**src/rtl/uart_rx_fifo.sv**
```systemverilog
// 8N1 UART receiver with oversampled deframing, a show-ahead receive FIFO,
// sticky overrun/frame-error flags and a level interrupt.
module uart_rx_fifo #(
  parameter int CLKS_PER_BIT = 868,
  parameter int FIFO_DEPTH   = 16,
  parameter int INT_THRESH   = 1
) (
  input  logic                          clk,
  input  logic                          rst,
  input  logic                          uart_txd_in,
  input  logic                          rd_en,
  output logic [7:0]                    rd_data,
  output logic                          rd_valid,
  output logic [$clog2(FIFO_DEPTH):0]   rx_count,
  output logic                          overrun,
  output logic                          frame_err,
  input  logic                          err_clr,
  output logic                          uart_rx_int,
  output logic                          busy
);

  localparam int AW   = $clog2(FIFO_DEPTH);
  localparam int CW   = AW + 1;
  localparam int TW   = $clog2(CLKS_PER_BIT);
  localparam int HALF = CLKS_PER_BIT / 2;

  typedef enum logic [2:0] {
    S_IDLE  = 3'd0,
    S_START = 3'd1,
    S_DATA  = 3'd2,
    S_STOP  = 3'd3,
    S_BREAK = 3'd4
  } state_e;

  state_e          state_q, state_d;
  logic [TW-1:0]   cnt_q, cnt_d;
  logic [2:0]      bit_q, bit_d;
  logic [7:0]      shift_q, shift_d;
  logic            sync1_q, rxs_q;
  logic            push_s, fe_set_s;

  logic [7:0]      mem_q [FIFO_DEPTH];
  logic [AW-1:0]   wr_ptr_q, rd_ptr_q;
  logic [CW-1:0]   count_q, count_d;
  logic            pop_s, full_s, wr_s, ovr_set_s;
  logic            ovr_q, ovr_d, fe_q, fe_d, int_q;

  // Two-flop synchronizer for the asynchronous serial line, idles high.
  always_ff @(posedge clk or negedge rst) begin
    if (!rst) begin
      sync1_q <= 1'b1;
      rxs_q   <= 1'b1;
    end else begin
      sync1_q <= uart_txd_in;
      rxs_q   <= sync1_q;
    end
  end

  // Receiver state, bit timer, bit index and shift register.
  always_ff @(posedge clk or negedge rst) begin
    if (!rst) begin
      state_q <= S_IDLE;
      cnt_q   <= '0;
      bit_q   <= 3'd0;
      shift_q <= 8'h00;
    end else begin
      state_q <= state_d;
      cnt_q   <= cnt_d;
      bit_q   <= bit_d;
      shift_q <= shift_d;
    end
  end

  // Deframing: the timer is cleared on every state transition.
  always_comb begin
    state_d  = state_q;
    cnt_d    = cnt_q + TW'(1);
    bit_d    = bit_q;
    shift_d  = shift_q;
    push_s   = 1'b0;
    fe_set_s = 1'b0;
    case (state_q)
      S_IDLE: begin
        cnt_d = '0;
        if (!rxs_q) begin
          state_d = S_START;
        end else begin
          state_d = S_IDLE;
        end
      end
      S_START: begin
        if (cnt_q == TW'(HALF - 1)) begin
          cnt_d = '0;
          if (!rxs_q) begin
            state_d = S_DATA;
            bit_d   = 3'd0;
          end else begin
            state_d = S_IDLE;
          end
        end else begin
          state_d = S_START;
        end
      end
      S_DATA: begin
        if (cnt_q == TW'(CLKS_PER_BIT - 1)) begin
          cnt_d   = '0;
          shift_d = {rxs_q, shift_q[7:1]};
          if (bit_q == 3'd7) begin
            state_d = S_STOP;
          end else begin
            bit_d = bit_q + 3'd1;
          end
        end else begin
          state_d = S_DATA;
        end
      end
      S_STOP: begin
        if (cnt_q == TW'(CLKS_PER_BIT - 1)) begin
          cnt_d = '0;
          if (rxs_q) begin
            push_s  = 1'b1;
            state_d = S_IDLE;
          end else begin
            fe_set_s = 1'b1;
            state_d  = S_BREAK;
          end
        end else begin
          state_d = S_STOP;
        end
      end
      S_BREAK: begin
        cnt_d = '0;
        if (rxs_q) begin
          state_d = S_IDLE;
        end else begin
          state_d = S_BREAK;
        end
      end
      default: begin
        state_d = S_IDLE;
        cnt_d   = '0;
      end
    endcase
  end

  // A full FIFO still accepts a push when the head is popped in the same cycle.
  always_comb begin
    pop_s     = rd_en && (count_q != '0);
    full_s    = (count_q == CW'(FIFO_DEPTH));
    wr_s      = push_s && (!full_s || pop_s);
    ovr_set_s = push_s && full_s && !pop_s;
    case ({wr_s, pop_s})
      2'b10:   count_d = count_q + CW'(1);
      2'b01:   count_d = count_q - CW'(1);
      default: count_d = count_q;
    endcase
    if (ovr_set_s) begin
      ovr_d = 1'b1;
    end else if (err_clr) begin
      ovr_d = 1'b0;
    end else begin
      ovr_d = ovr_q;
    end
    if (fe_set_s) begin
      fe_d = 1'b1;
    end else if (err_clr) begin
      fe_d = 1'b0;
    end else begin
      fe_d = fe_q;
    end
  end

  // FIFO storage, pointers, occupancy, sticky flags and interrupt.
  always_ff @(posedge clk or negedge rst) begin
    if (!rst) begin
      for (int i = 0; i < FIFO_DEPTH; i++) begin
        mem_q[i] <= 8'h00;
      end
      wr_ptr_q <= '0;
      rd_ptr_q <= '0;
      count_q  <= '0;
      ovr_q    <= 1'b0;
      fe_q     <= 1'b0;
      int_q    <= 1'b0;
    end else begin
      if (wr_s) begin
        mem_q[wr_ptr_q] <= shift_q;
        wr_ptr_q        <= wr_ptr_q + AW'(1);
      end
      if (pop_s) begin
        rd_ptr_q <= rd_ptr_q + AW'(1);
      end
      count_q <= count_d;
      ovr_q   <= ovr_d;
      fe_q    <= fe_d;
      int_q   <= (count_q >= CW'(INT_THRESH)) || ovr_q || fe_q;
    end
  end

  assign rd_valid    = (count_q != '0);
  assign rd_data     = rd_valid ? mem_q[rd_ptr_q] : 8'h00;
  assign rx_count    = count_q;
  assign overrun     = ovr_q;
  assign frame_err   = fe_q;
  assign uart_rx_int = int_q;
  assign busy        = (state_q != S_IDLE);

endmodule

```
**config.mk**
```make
export PLATFORM = sky130hd
export DESIGN_NAME = uart_rx_fifo
export DESIGN_NICKNAME = d
export VERILOG_FILES = /design/src/rtl/uart_rx_fifo.sv
export SDC_FILE = /design/constraint.sdc
export NUM_CORES = 1
export LEC_CHECK = 0
export ABC_AREA = 1
export BUFFER_PORTS_ARGS = -buffer_cell sky130_fd_sc_hd__buf_2
export CORE_MARGIN = 2
export CORE_UTILIZATION = 50
export CTS_CLUSTER_SIZE = 24
export DETAILED_ROUTE_END_ITERATION = 8
export PLACE_DENSITY = 0.66
export SLEW_MARGIN = 10
export SYNTH_ARGS = -nofsm -noshare
export SYNTH_HDL_FRONTEND = slang
export SYNTH_SLANG_ARGS = --single-unit
```
**constraint.sdc**
```tcl
create_clock -name clk -period 5 [get_ports clk]
set_clock_uncertainty 0.2 [all_clocks]
set_input_delay 0 -clock clk [delete_from_list [all_inputs] [get_ports clk]]
set_output_delay 0 -clock clk [all_outputs]
set_load 0.01 [all_outputs]
```
# After elaboration in Yosys (flattened, before gate mapping)
# Cells that the tools add are included.
# totals
ff_bits	170
latch_bits	0
mem_bits_rw	0
romBits	0
output_inout_bits	18
elab_cells	108
mem_count	0
# op_classes
add_sub_neg	6
n_mul	0
div	0
order_cmp	4
n_eq_ne	15
shifts	0
muxes	33
n_bitwise	2
n_reduce_logical	20
# ops
op	count
$bwmux W128	1
$bmux W8 S4	1
$demux W8 S4	1
$mux W8	4
$mux W3	9
$mux W10	2
$pmux W10 S2	1
$pmux W3 S5	1
$add A10 B1 Y10 const B	1
$eq A10 B10 Y1 const B	1
$eq A10 B9 Y1 const B	1
$ge A5 B5 Y1 const B	2
$mux W1	10
$not A4 Y5	2
$pmux W5 S2	1
$add A4 B1 Y4 const B	2
$ne A2 B2 Y1 const B	4
$reduce_bool A2 Y1	4
$eq A3 B2 Y1 const B	2
$eq A3 B3 Y1 const B	2
$pmux W3 S2	1
$add A5 B1 Y5 const B	1
$eq A5 B5 Y1 const B	1
$ge A5 B1 Y1 const B	1
17 further kinds	24

# Logic depth before layout (Yosys ltp)
# Gate-level depths: netlist of run 1.
# logic_depth
word_depth	6
mapped_depth	14

# Worst setup path after synthesis of run 1
# No wires, ideal clock.
# synth_path
path_kind	reg-to-reg
start	register cnt_q[0]
end	register count_q[2] (netlist: rx_count[2])
setup_ns	0.118
arrival_ns	2.163
required_ns	4.682
path_slack_ns	2.519
path_stages_with_launch	15
synth_period_minus_slack_ns	2.481
cell_sequence	dfrtp_1 -> ha_1 -> nand2_1 -> nor2_2 -> nand3_2 -> nor2_4 -> buf_4 -> nand2_1 -> ha_1 -> inv_1 -> nor2_1 -> nor2_1 -> o21ai_0 -> xor2_1 -> inv_1
# synth_between
elab_chain_cells	6
# synth_rtl
element	line_no	source
start, declared	36	logic [TW-1:0] cnt_q, cnt_d;
start signal, assigned	68	cnt_q <= cnt_d;
$eq A10 B10 Y1 (*)	118	if (cnt_q == TW'(CLKS_PER_BIT - 1)) begin
$mux W1 (*)	118	
$mux W1 (*)	82	case (state_q)
$logic_and A1 B1 Y1 (*)	150	wr_s = push_s && (!full_s || pop_s);
$eq A2 B1 Y1 / $eq A2 B2 Y1 (equally long branches)	152	case ({wr_s, pop_s})
$pmux W5 S2 / $reduce_bool A2 Y1 (equally long branches)	n/a	
end signal, assigned	193	count_q <= count_d;
end, declared	44	logic [CW-1:0] count_q, count_d;
# Every way passes the cells marked *; elsewhere a longest branch is shown, timed or not.
# A chain may end at the register's enable or synchronous reset.

# Final worst setup path of run 1
# layout_path
start	register rd_ptr_q[2]
end	output port rd_data[6]
# layout_between
elab_chain_cells	5
# layout_rtl
element	line_no	source
start, declared	43	logic [AW-1:0] wr_ptr_q, rd_ptr_q;
start signal, assigned	191	rd_ptr_q <= rd_ptr_q + AW'(1);
$not A4 Y5 (not written as such)	201	assign rd_data = rd_valid ? mem_q[rd_ptr_q] : 8'h00;
$bmux W8 S4	201	
$mux W8 (not written as such) (2 in series)	201	
$mux W8	201	
end, declared	12	output logic [7:0] rd_data,
# No other way between the ends. The select of a mux whose other input is x is not followed.

==> flow_metrics.env, run 1 <==
export IMPL_cts_root_buf="clkbuf_16"
export IMPL_rsz0062_at_grt="no"
export IMPL_drive_gt1_share_pct=8.34
export IMPL_worstRegToRegCells=13
export IMPL_cp_end_kind="output port"
export IMPL_htree_num_levels=4
export IMPL_cp_slowest_cell="dfrtp_1"
export IMPL_arrival_ps=2900
export IMPL_io_buffer_count=22
export IMPL_p_leak_nw=4.87
export IMPL_holdCritPathClass="in -> async"
export IMPL_cpPeakStageDelay_ps=880
export IMPL_core_area_mm2=0.0173
export IMPL_via_count=7940
export IMPL_drtAntennaViolNets=0
export IMPL_drv_slew=0
export IMPL_wl_met2_um=11100
export IMPL_area_growth_pct=9.67
export IMPL_critPathRequiredTime_ps=4800
export IMPL_gp_congestion=0.858
export IMPL_overflow=0
export IMPL_initial_core_util_pct=51.0
export IMPL_crit_fanout=18
export IMPL_diodes=0
export IMPL_max_freq_ghz=0.323
export IMPL_wl_um=24800
export IMPL_worst_path_buf_inv=2
export IMPL_drt_first_pass_iters=5
export IMPL_crit_reg2reg_launch="cnt_q[0]$_DFF_PN0_"
export IMPL_tritoncts="yes"
export IMPL_hold_viol_final=14
export IMPL_violations="negative hold slack"
export IMPL_slew_limit_headroom_pct=22.2
export IMPL_clock_latency_ps=440
export IMPL_worstSetupStartpointType="register"
export IMPL_yosysUniqueCellTypes=27
export IMPL_dr_max_layer_used="met4"
export IMPL_cell_internal_pwr_mw=2.22
export IMPL_nNetsFinal=1145
export IMPL_clkSinkCount=170
export IMPL_setup_viol=0
export IMPL_routedLengthMet1_um=11200
export IMPL_worstMarginPinSlew_ps=1170
export IMPL_grt_max_degree=90
export IMPL_die_area_mm2=0.0187
export IMPL_first_iter_violations=926
export IMPL_cts_clk_slew_worst_paths_ps=70
export IMPL_p_sw_mw=0.593
export IMPL_period_needed_ps=3100
export IMPL_yosys_register_bits=170
export IMPL_grt_pass1_wl_um=41000
export IMPL_cts_buffers=17
export IMPL_wl_per_cell_um=18.2
export IMPL_pin_count=23
export IMPL_vias_per_cell=5.82
export IMPL_ir_worst_vdd_mv=0.261
export IMPL_layout_common_cells="nand2_1, dfrtp_1, nand4_1"
export IMPL_grt_antenna_before_repair=0
export IMPL_cts_buffer_depth=2
export IMPL_drv_cap=0
export IMPL_p_sw_share_pct=21.1
export IMPL_synth_area_mm2=0.00882
export IMPL_synth_fp_nets=1169
export IMPL_cp_common_cell="nand2_1"
export IMPL_yosysWarnings=0
export IMPL_holdWs_ps=-45.5
export IMPL_die_w_um=137
export IMPL_syn_inst=1150
export IMPL_outcome="finished with violations"
export IMPL_power_frac_seq_pct=49.0
export IMPL_layout_commonest_cell="nand2_1"
export IMPL_path_cells="clkinv_1, nand3_1, nand2_1, nand2_1, a21oi_1, buf_2"
export IMPL_dp_hpwl_um=14700
export IMPL_crit_family="buffers and inverters"
export IMPL_post_cts_resize_count=0
export IMPL_r2r_slack_ps=2100
export IMPL_timing_rr_end="rx_count[2]$_DFFE_PN0P_"
export IMPL_power_density_mw_per_mm2=291
export IMPL_path_class="reg -> out"
export IMPL_met3_wirelength_um=1850
export IMPL_pwr_share_clk_pct=49.8
export IMPL_rows=48
export IMPL_combPwrFrac_pct=1.2
export IMPL_fin_crit_sh_pct=62.0
export IMPL_avgSynthCellArea_um2=7.67
export IMPL_drcViolationCount=0
export IMPL_tns_ps=0
export IMPL_grt_pass1_vias=7602
export IMPL_grt_usage_pct=28.5
export IMPL_die_y_um=137
export IMPL_yosysSeqAreaShare_pct=48.2
## how the worst max path moves through the flow
stage	from	end	cells past startpoint
after floorplan	cnt_q[0]$_DFF_PN0_	rx_count[2]$_DFFE_PN0P_	14
after global placement	cnt_q[0]$_DFF_PN0_	rx_count[2]$_DFFE_PN0P_	13
after global routing	rd_ptr_q[2]$_DFFE_PN0P_	rd_data[1]	6
after detailed placement	cnt_q[0]$_DFF_PN0_	rx_count[2]$_DFFE_PN0P_	13
final	rd_ptr_q[2]$_DFFE_PN0P_	rd_data[6]	6
after CTS	rd_ptr_q[2]$_DFFE_PN0P_	rd_data[6]	6
## area by class of cell
class	count	area [um2]
timing repair buffer	44	309
multi-input combinational	847	4030
clock inverter	11	143
fill	1598	7620
inverter	46	173
clock buffer	21	480
tap	225	282
sequential	170	4260
## what timing repair did
item | 4_1_cts | 5_1_grt
setup buffers | 0 | 0
endpoints found under the hold margin | 94 | 0
hold buffers | 6 | 0
## synthesized netlist by cell type
cell type | instances | area [um2]
nor4_1 | 1 | 6.26
a21oi_1 | 10 | 50.1
clkbuf_1 | 54 | 203
buf_4 | 9 | 67.6
xnor2_1 | 4 | 35.0
nand2_1 | 478 | 1790
buf_1 | 17 | 63.8
nand2_2 | 1 | 6.26
dfstp_2 | 2 | 52.6
buf_2 | 7 | 35.0
nor2_4 | 1 | 11.3
nand4_2 | 8 | 100
clkinv_1 | 4 | 15.0
inv_1 | 38 | 143
nand4_1 | 145 | 907
xor2_1 | 9 | 78.8
nor2_1 | 34 | 128
o21ai_0 | 14 | 70.1
nand3_2 | 1 | 10.0
dfrtp_1 | 168 | 4200
ha_1 | 14 | 175
nor3_4 | 1 | 16.3
inv_2 | 4 | 15.0
nand3_1 | 111 | 556
nor2_2 | 2 | 12.5
o211ai_1 | 2 | 15.0
nor3_1 | 11 | 55.1
## kinds of logic after synthesis
logic type	Yosys count	share of synthesized area, %
buffers and inverters	133	6.14
AND/OR/NAND/NOR	794	40.8
AO/OA/AOI/OAI	26	1.53
flip-flops	170	48.2
adder cells (fa/ha/maj)	14	1.98
XOR/XNOR	13	1.29
## power groups by stage
| stage | clock, mW | combinational (mW) | sequential (mW) |
|---|---|---|---|
| global placement | 0 | 0.0340 | 1.40 |
| detailed placement | 0 | 0.0340 | 1.40 |
| global route | 1.46 | 0.0418 | 1.38 |
| finish | 1.40 | 0.0350 | 1.38 |
| CTS | 1.41 | 0.0370 | 1.38 |
| floorplan | 0 | 0.00137 | 1.40 |
## sequential cells by signal, summed over array words and instances, names as in the netlist
name         count
state_q          3
cnt_q           10
rx_count         5
overrun          1
wr_ptr_q         4
shift_q          8
frame_err        1
mem_q          128
bit_q            3
rd_ptr_q         4
rxs_q            1
uart_rx_int      1
sync1_q          1
## routing by layer
layer | track usage [%] | vias to the layer above
li1 | - | 3783
met1 | 41.3 | 3790
met2 | 42.3 | 310
met3 | 5.56 | 57
met4 | 11.1 | 0
met5 | 0 | -
## through the flow
stage / worst slack (ps) / utilization [%] / instance area [um2] / total power [mW] / std cells
2_1_floorplan: 2520 / - / 8820 / 1.40 / 1150
3_3_place_gp: 2240 / 52.0 / 8990 / 1.44 / 1326
3_5_place_dp: 2130 / 52.0 / 8990 / 1.44 / 1326
4_1_cts: 2000 / 56.0 / 9680 / 2.83 / 1364
5_1_grt: 1800 / 56.0 / 9680 / 2.88 / 1364
6_report: 1900 / 56.0 / 9680 / 2.81 / 1364
Note: power is estimated with default switching activity, not from simulation.
==> inputs of run 2 (changes only) <==
- clock period: 5 -> 2.9 ns (I/O delays scaled with it)
==> run 2 against run 1 <==
  * Clock-buffer cell count decreased by 3
  * Clock power rose by 69%
  * Largest power group is now registers
  * Combinational power grew 83%
  * Critical path type unchanged
  * The flow now finishes without violations
  * Register-to-register slack lost 1700 ps
  * Global-route usage is 0.36 points lower
  * Total power is 71% higher
  * First-iteration DRC count decreased by 9.6%
  * Setup slack worse by 1600 ps
==> flow_metrics.env, run 2 (synthesis results as in run 1) <==
export IMPL_tns_ps=0
export IMPL_wl_per_cell_um=18.1
export IMPL_drt_first_pass_iters=5
export IMPL_worstSetupStartpointType="register"
export IMPL_total_power_mw=4.81
export IMPL_grt_pass1_vias=7575
export IMPL_core_area_mm2=0.0173
export IMPL_critPathRequiredTime_ps=2700
export IMPL_cp_end_kind="output port"
export IMPL_period_needed_ps=2610
export IMPL_dp_cells=1339
export IMPL_slew_limit_headroom_pct=29.1
export IMPL_drv_cap=0
export IMPL_setup_viol=0
export IMPL_pin_count=23
export IMPL_wl_um=24900
export IMPL_design_area_mm2=0.00981
export IMPL_cts_root_buf="clkbuf_16"
export IMPL_grt_usage_pct=28.1
export IMPL_vias_per_cell=5.86
export IMPL_regMostFlops="mem_q"
export IMPL_cts_clk_slew_worst_paths_ps=70
export IMPL_area_growth_pct=11.2
export IMPL_initial_core_util_pct=51.0
export IMPL_outcome="completed"
export IMPL_holdCritPathClass="in -> reg"
export IMPL_diodes=0
export IMPL_drv_slew=0
export IMPL_drcViolationCount=0
export IMPL_layout_commonest_cell="nand2_1"
export IMPL_path_class="reg -> out"
export IMPL_fin_crit_sh_pct=89.9
export IMPL_first_iter_violations=837
export IMPL_place_ws_ps=450
export IMPL_cts_buffers=17
export IMPL_overflow=0
export IMPL_nNetsFinal=1159
export IMPL_ir_worst_vdd_mv=0.519
export IMPL_final_seq_area_mm2=0.00426
export IMPL_arrival_ps=2410
export IMPL_clock_latency_ps=430
export IMPL_die_y_um=137
export IMPL_rows=48
export IMPL_clkSinkCount=170
export IMPL_fillCellCount=1577
export IMPL_tritoncts="yes"
export IMPL_p_leak_nw=4.93
export IMPL_max_freq_ghz=0.384
export IMPL_stdcell_count=1378
export IMPL_post_route_util_pct=56.7
export IMPL_dpl_cell_area_mm2=0.00913
export IMPL_grt_pass1_wl_um=40400
export IMPL_holdWs_ps=97.7
export IMPL_gp_congestion=0.866
export IMPL_dp_hpwl_um=15400
export IMPL_largest_reg_flops=128
export IMPL_worstMarginPinSlew_ps=1060
export IMPL_setup_ws_ps=293
export IMPL_cts_buffer_depth=2
export IMPL_rsz0062_at_grt="no"
export IMPL_grt_antenna_before_repair=0
export IMPL_power_density_mw_per_mm2=490
export IMPL_via_count=8073
export IMPL_layout_common_cells="nand2_1, dfrtp_1, nand4_1"
export IMPL_drtAntennaViolNets=0
export IMPL_die_w_um=137
export IMPL_reg_top3="mem_q: 128 flops, cnt_q: 10 flops, shift_q: 8 flops"
export IMPL_io_buffer_count=22
export IMPL_hold_viol_final=0
export IMPL_die_area_mm2=0.0187
export IMPL_htree_num_levels=4
export IMPL_multi_input_area_mm2=0.00403
export IMPL_crit_fanout=66
export IMPL_drive_gt1_share_pct=9.37
export IMPL_grt_max_degree=74
-- run 2: changes by cell type in the layout (fill, tap and decap cells not counted) --
cell | previous run | this run
buf_12 | 1 | 4
clkinvlp_4 | 2 | 3
buf_4 | 15 | 25
clkbuf_8 | 4 | 1
inv_6 | 0 | 1
inv_8 | 0 | 1
dlygate4sd3_1 | 6 | 7
-- run 2: what timing repair did --
item / 4_1_cts / 5_1_grt
endpoints found under the setup margin: 0 / 0
buffers inserted: 0 / 0
hold buffers: 7 / 0
endpoints found under the hold margin: 163 / 0
gates resized for setup: 0 / 0
-- run 2: per-layer routing --
layer  vias to the layer above  wire (um)  global-route usage [%]
li1                       3814          -                       -
met1                      3906      10800                    38.7
met2                       307      11500                    42.9
met3                        46       1990                    7.56
met4                         0        627                    10.1
met5                         -          0                       0
-- run 2: cell type report --
class / count / area share, %
clock inverter: 14 / 1.73
multi-input combinational: 847 / 41.1
inverter: 46 / 1.76
timing repair buffer: 58 / 4.63
sequential: 170 / 43.4
tap: 225 / 2.87
clock buffer: 18 / 4.48
-- run 2: path summary, 6_finish.rpt --
check	start	end	slack (ps)	cells past startpoint
max in group asynchronous	rst	mem_q[67]$_DFFE_PN0P_	1170	4
setup / recovery	rd_ptr_q[0]$_DFFE_PN0P_	rd_data[2]	290	8
hold reg to reg	sync1_q$_DFF_PN1_	rxs_q$_DFF_PN1_	160	0
hold / removal	err_clr	frame_err$_DFFE_PN0P_	100	3
setup reg to reg	cnt_q[0]$_DFF_PN0_	overrun$_DFFE_PN0P_	370	9
min in group asynchronous	rst	mem_q[39]$_DFFE_PN0P_	500	3
-- run 2: report_power, final --
part | switching (mW) | internal, mW | total (mW)
Sequential | 0.000796 | 2.37 | 2.37
Clock | 0.991 | 1.38 | 2.37
Combinational | 0.0511 | 0.0131 | 0.0642
Total | 1.04 | 3.77 | 4.81
-- run 2: critical path, cell delays in order, from the launching register on --
cell and delay [ps]:
dfrtp_2 360, buf_4 570, nand2_1 140, nand3_1 120, nand3_1 140, nand2_1 120, nand2_1 60, a21oi_1 220
buf_2 180
==> inputs of run 3 (changes only) <==
- CORE_UTILIZATION: 50 -> 29
- PLACE_DENSITY: 0.66 -> unset
==> run 3 against run 2 <==
  * Critical path depth rose by 1
  * Setup slack improved by 80 ps
  * First-iteration DRC count fell by 16%
  * Clock power barely moved
  * Combinational power rose by 12%
  * Cell area rose by 2.7%
  * Sequential share of layout area fell by 1.1 points
  * Highest routed layer unchanged
  * Die area rose by 70%
==> flow_metrics.env, run 3 (synthesis results as in run 1) <==
export IMPL_outcome="completed"
export IMPL_regMostFlops="mem_q"
export IMPL_drv_cap=0
export IMPL_overflow=0
export IMPL_path_cells="ha_1, nand2_1, nor2_2, nand3_2, nor2_4, buf_4, nand2_1, o21ai_0, dlygate4sd3_1"
export IMPL_crit_fanout=17
export IMPL_pin_count=23
export IMPL_cp_endpoint="overrun$_DFFE_PN0P_"
export IMPL_post_cts_resize_count=0
export IMPL_worst_path_stages=9
export IMPL_cts_root_buf="clkbuf_16"
export IMPL_worst_path_buf_inv=2
export IMPL_power_density_mw_per_mm2=479
export IMPL_layout_commonest_cell="nand2_1"
export IMPL_fin_crit_sh_pct=87.1
export IMPL_hold_viol_final=0
export IMPL_cp_common_cell="nand2_1"
export IMPL_diodes=0
export IMPL_setup_viol=0
export IMPL_slew_limit_headroom_pct=34.3
export IMPL_clkSinkCount=170
export IMPL_drcViolationCount=0
export IMPL_die_y_um=178
export IMPL_worstMarginPinSlew_ps=986
export IMPL_r2r_slack_ps=370
export IMPL_path_class="reg -> reg"
export IMPL_grt_antenna_before_repair=0
export IMPL_nNetsFinal=1161
export IMPL_cp_end_kind="register"
export IMPL_via_count=8055
export IMPL_timing_rr_end="overrun$_DFFE_PN0P_"
export IMPL_dp_hpwl_um=16000
export IMPL_period_needed_ps=2530
export IMPL_io_buffer_count=22
export IMPL_htree_num_levels=4
export IMPL_first_iter_violations=700
export IMPL_reg_top3="mem_q: 128 flops, cnt_q: 10 flops, shift_q: 8 flops"
export IMPL_cts_buffer_depth=2
export IMPL_ir_worst_vdd_mv=0.280
export IMPL_vias_per_cell=5.21
export IMPL_fillCellCount=3121
export IMPL_cp_slowest_cell="dlygate4sd3_1"
export IMPL_drv_slew=0
export IMPL_layout_common_cells="nand2_1, dfrtp_1, nand4_1"
export IMPL_max_freq_ghz=0.396
export IMPL_die_area_mm2=0.0318
export IMPL_critPathLaunch="cnt_q[0]$_DFF_PN0_"
export IMPL_rsz0062_at_grt="no"
export IMPL_tns_ps=0
export IMPL_wl_um=25800
export IMPL_gp_congestion=0.832
export IMPL_grt_max_degree=67
export IMPL_arrival_ps=2690
export IMPL_grt_pass1_wl_um=42200
export IMPL_worstRegToRegCells=9
export IMPL_cpPeakStageDelay_ps=560
export IMPL_tritoncts="yes"
export IMPL_crit_family="buffers and inverters"
export IMPL_critPathRequiredTime_ps=3070
export IMPL_largest_reg_flops=128
export IMPL_clock_latency_ps=430
export IMPL_dpl_cell_area_mm2=0.00938
export IMPL_drtAntennaViolNets=0
export IMPL_crit_reg2reg_launch="cnt_q[0]$_DFF_PN0_"
export IMPL_area_growth_pct=14.1
export IMPL_grt_pass1_vias=7744
export IMPL_cts_clk_slew_worst_paths_ps=70
export IMPL_cts_buffers=17
export IMPL_initial_core_util_pct=29.6
export IMPL_rows=63
export IMPL_design_area_mm2=0.0101
export IMPL_drive_gt1_share_pct=9.52
export IMPL_drt_first_pass_iters=5
export IMPL_core_area_mm2=0.0298
export IMPL_grt_usage_pct=16.8
export IMPL_die_w_um=178
export IMPL_p_leak_nw=4.97
export IMPL_holdCritPathClass="in -> async"
export IMPL_wl_per_cell_um=16.7
export IMPL_worstSetupStartpointType="register"
[run 3: cell types whose count changed in the layout (fill, tap and decap cells not counted), sizes merged]
| cell | before | now |
|---|---|---|
| clkinv | 10 | 11 |
| dlygate4sd3 | 7 | 6 |
| inv | 44 | 45 |
| clkinvlp | 3 | 0 |
| clkbuf | 18 | 19 |
| buf | 51 | 54 |
[run 3: layout make-up]
type                            instances  area (um2)  share of cell area [%]
Multi-Input combinational cell        847        4030                    40.0
Tap cell                              390         488                    4.84
Clock inverter                         13         166                    1.65
Timing Repair Buffer                   60         512                    5.08
Sequential cell                       170        4260                    42.3
Inverter                               46         173                    1.71
Clock buffer                           19         443                    4.40
[run 3: through the flow]
step / utilization [%] / std cells / worst slack (ps) / hold WS, ps / power [mW]
final: 33.8 / 1545 / 373 / 5.29 / 4.83
after global routing: 33.8 / 1545 / 176 / 31.4 / 4.97
after CTS: 33.8 / 1545 / 377 / 20.8 / 4.87
after detailed placement: 31.5 / 1506 / 416 / -158 / 2.48
after global placement: 31.5 / 1506 / 513 / -163 / 2.48
after floorplan: - / 1150 / 419 / -496 / 2.42
[run 3: report_power, final]
| part | total (mW) | leakage, nW | switching (mW) | internal (mW) |
|---|---|---|---|---|
| Combinational | 0.0720 | 2.34 | 0.0548 | 0.0172 |
| Clock | 2.38 | 0.302 | 0.994 | 1.39 |
| Sequential | 2.37 | 2.33 | 0.000765 | 2.37 |
[run 3: what timing repair did]
action | in CTS | in global routing
buffers inserted | 0 | 0
endpoints found under the setup margin | 0 | 0
hold endpoints to repair | 176 | 0
hold buffers | 7 | 0
[run 3: metal layers]
layer  global-route usage (%)  wire length (um)  share of wire (%)
met4                     6.67               763                3.0
met5                        0                 0                  0
met2                     27.1             11900                 46
met1                     22.2             11600                 45
met3                     3.37              1610                6.3
[run 3: worst min-delay path by stage]
stage	from	to	slack (ps)	cells past startpoint
CTS	rst	mem_q[57]$_DFFE_PN0P_	20	3
floorplan	rst	bit_q[0]$_DFFE_PN0P_	-500	0
detailed placement	rst	mem_q[57]$_DFFE_PN0P_	-160	1
finish	rst	mem_q[57]$_DFFE_PN0P_	5	3
global route	rst	mem_q[57]$_DFFE_PN0P_	30	3
global placement	rst	mem_q[57]$_DFFE_PN0P_	-160	1
[run 3: worst reg2reg max path: stages (launching register included)]
cell and delay [ps]:
dfrtp_1 420, ha_1 270, nand2_1 110, nor2_2 110
nand3_2 160, nor2_4 140, buf_4 310, nand2_1 110
o21ai_0 80, dlygate4sd3_1 560
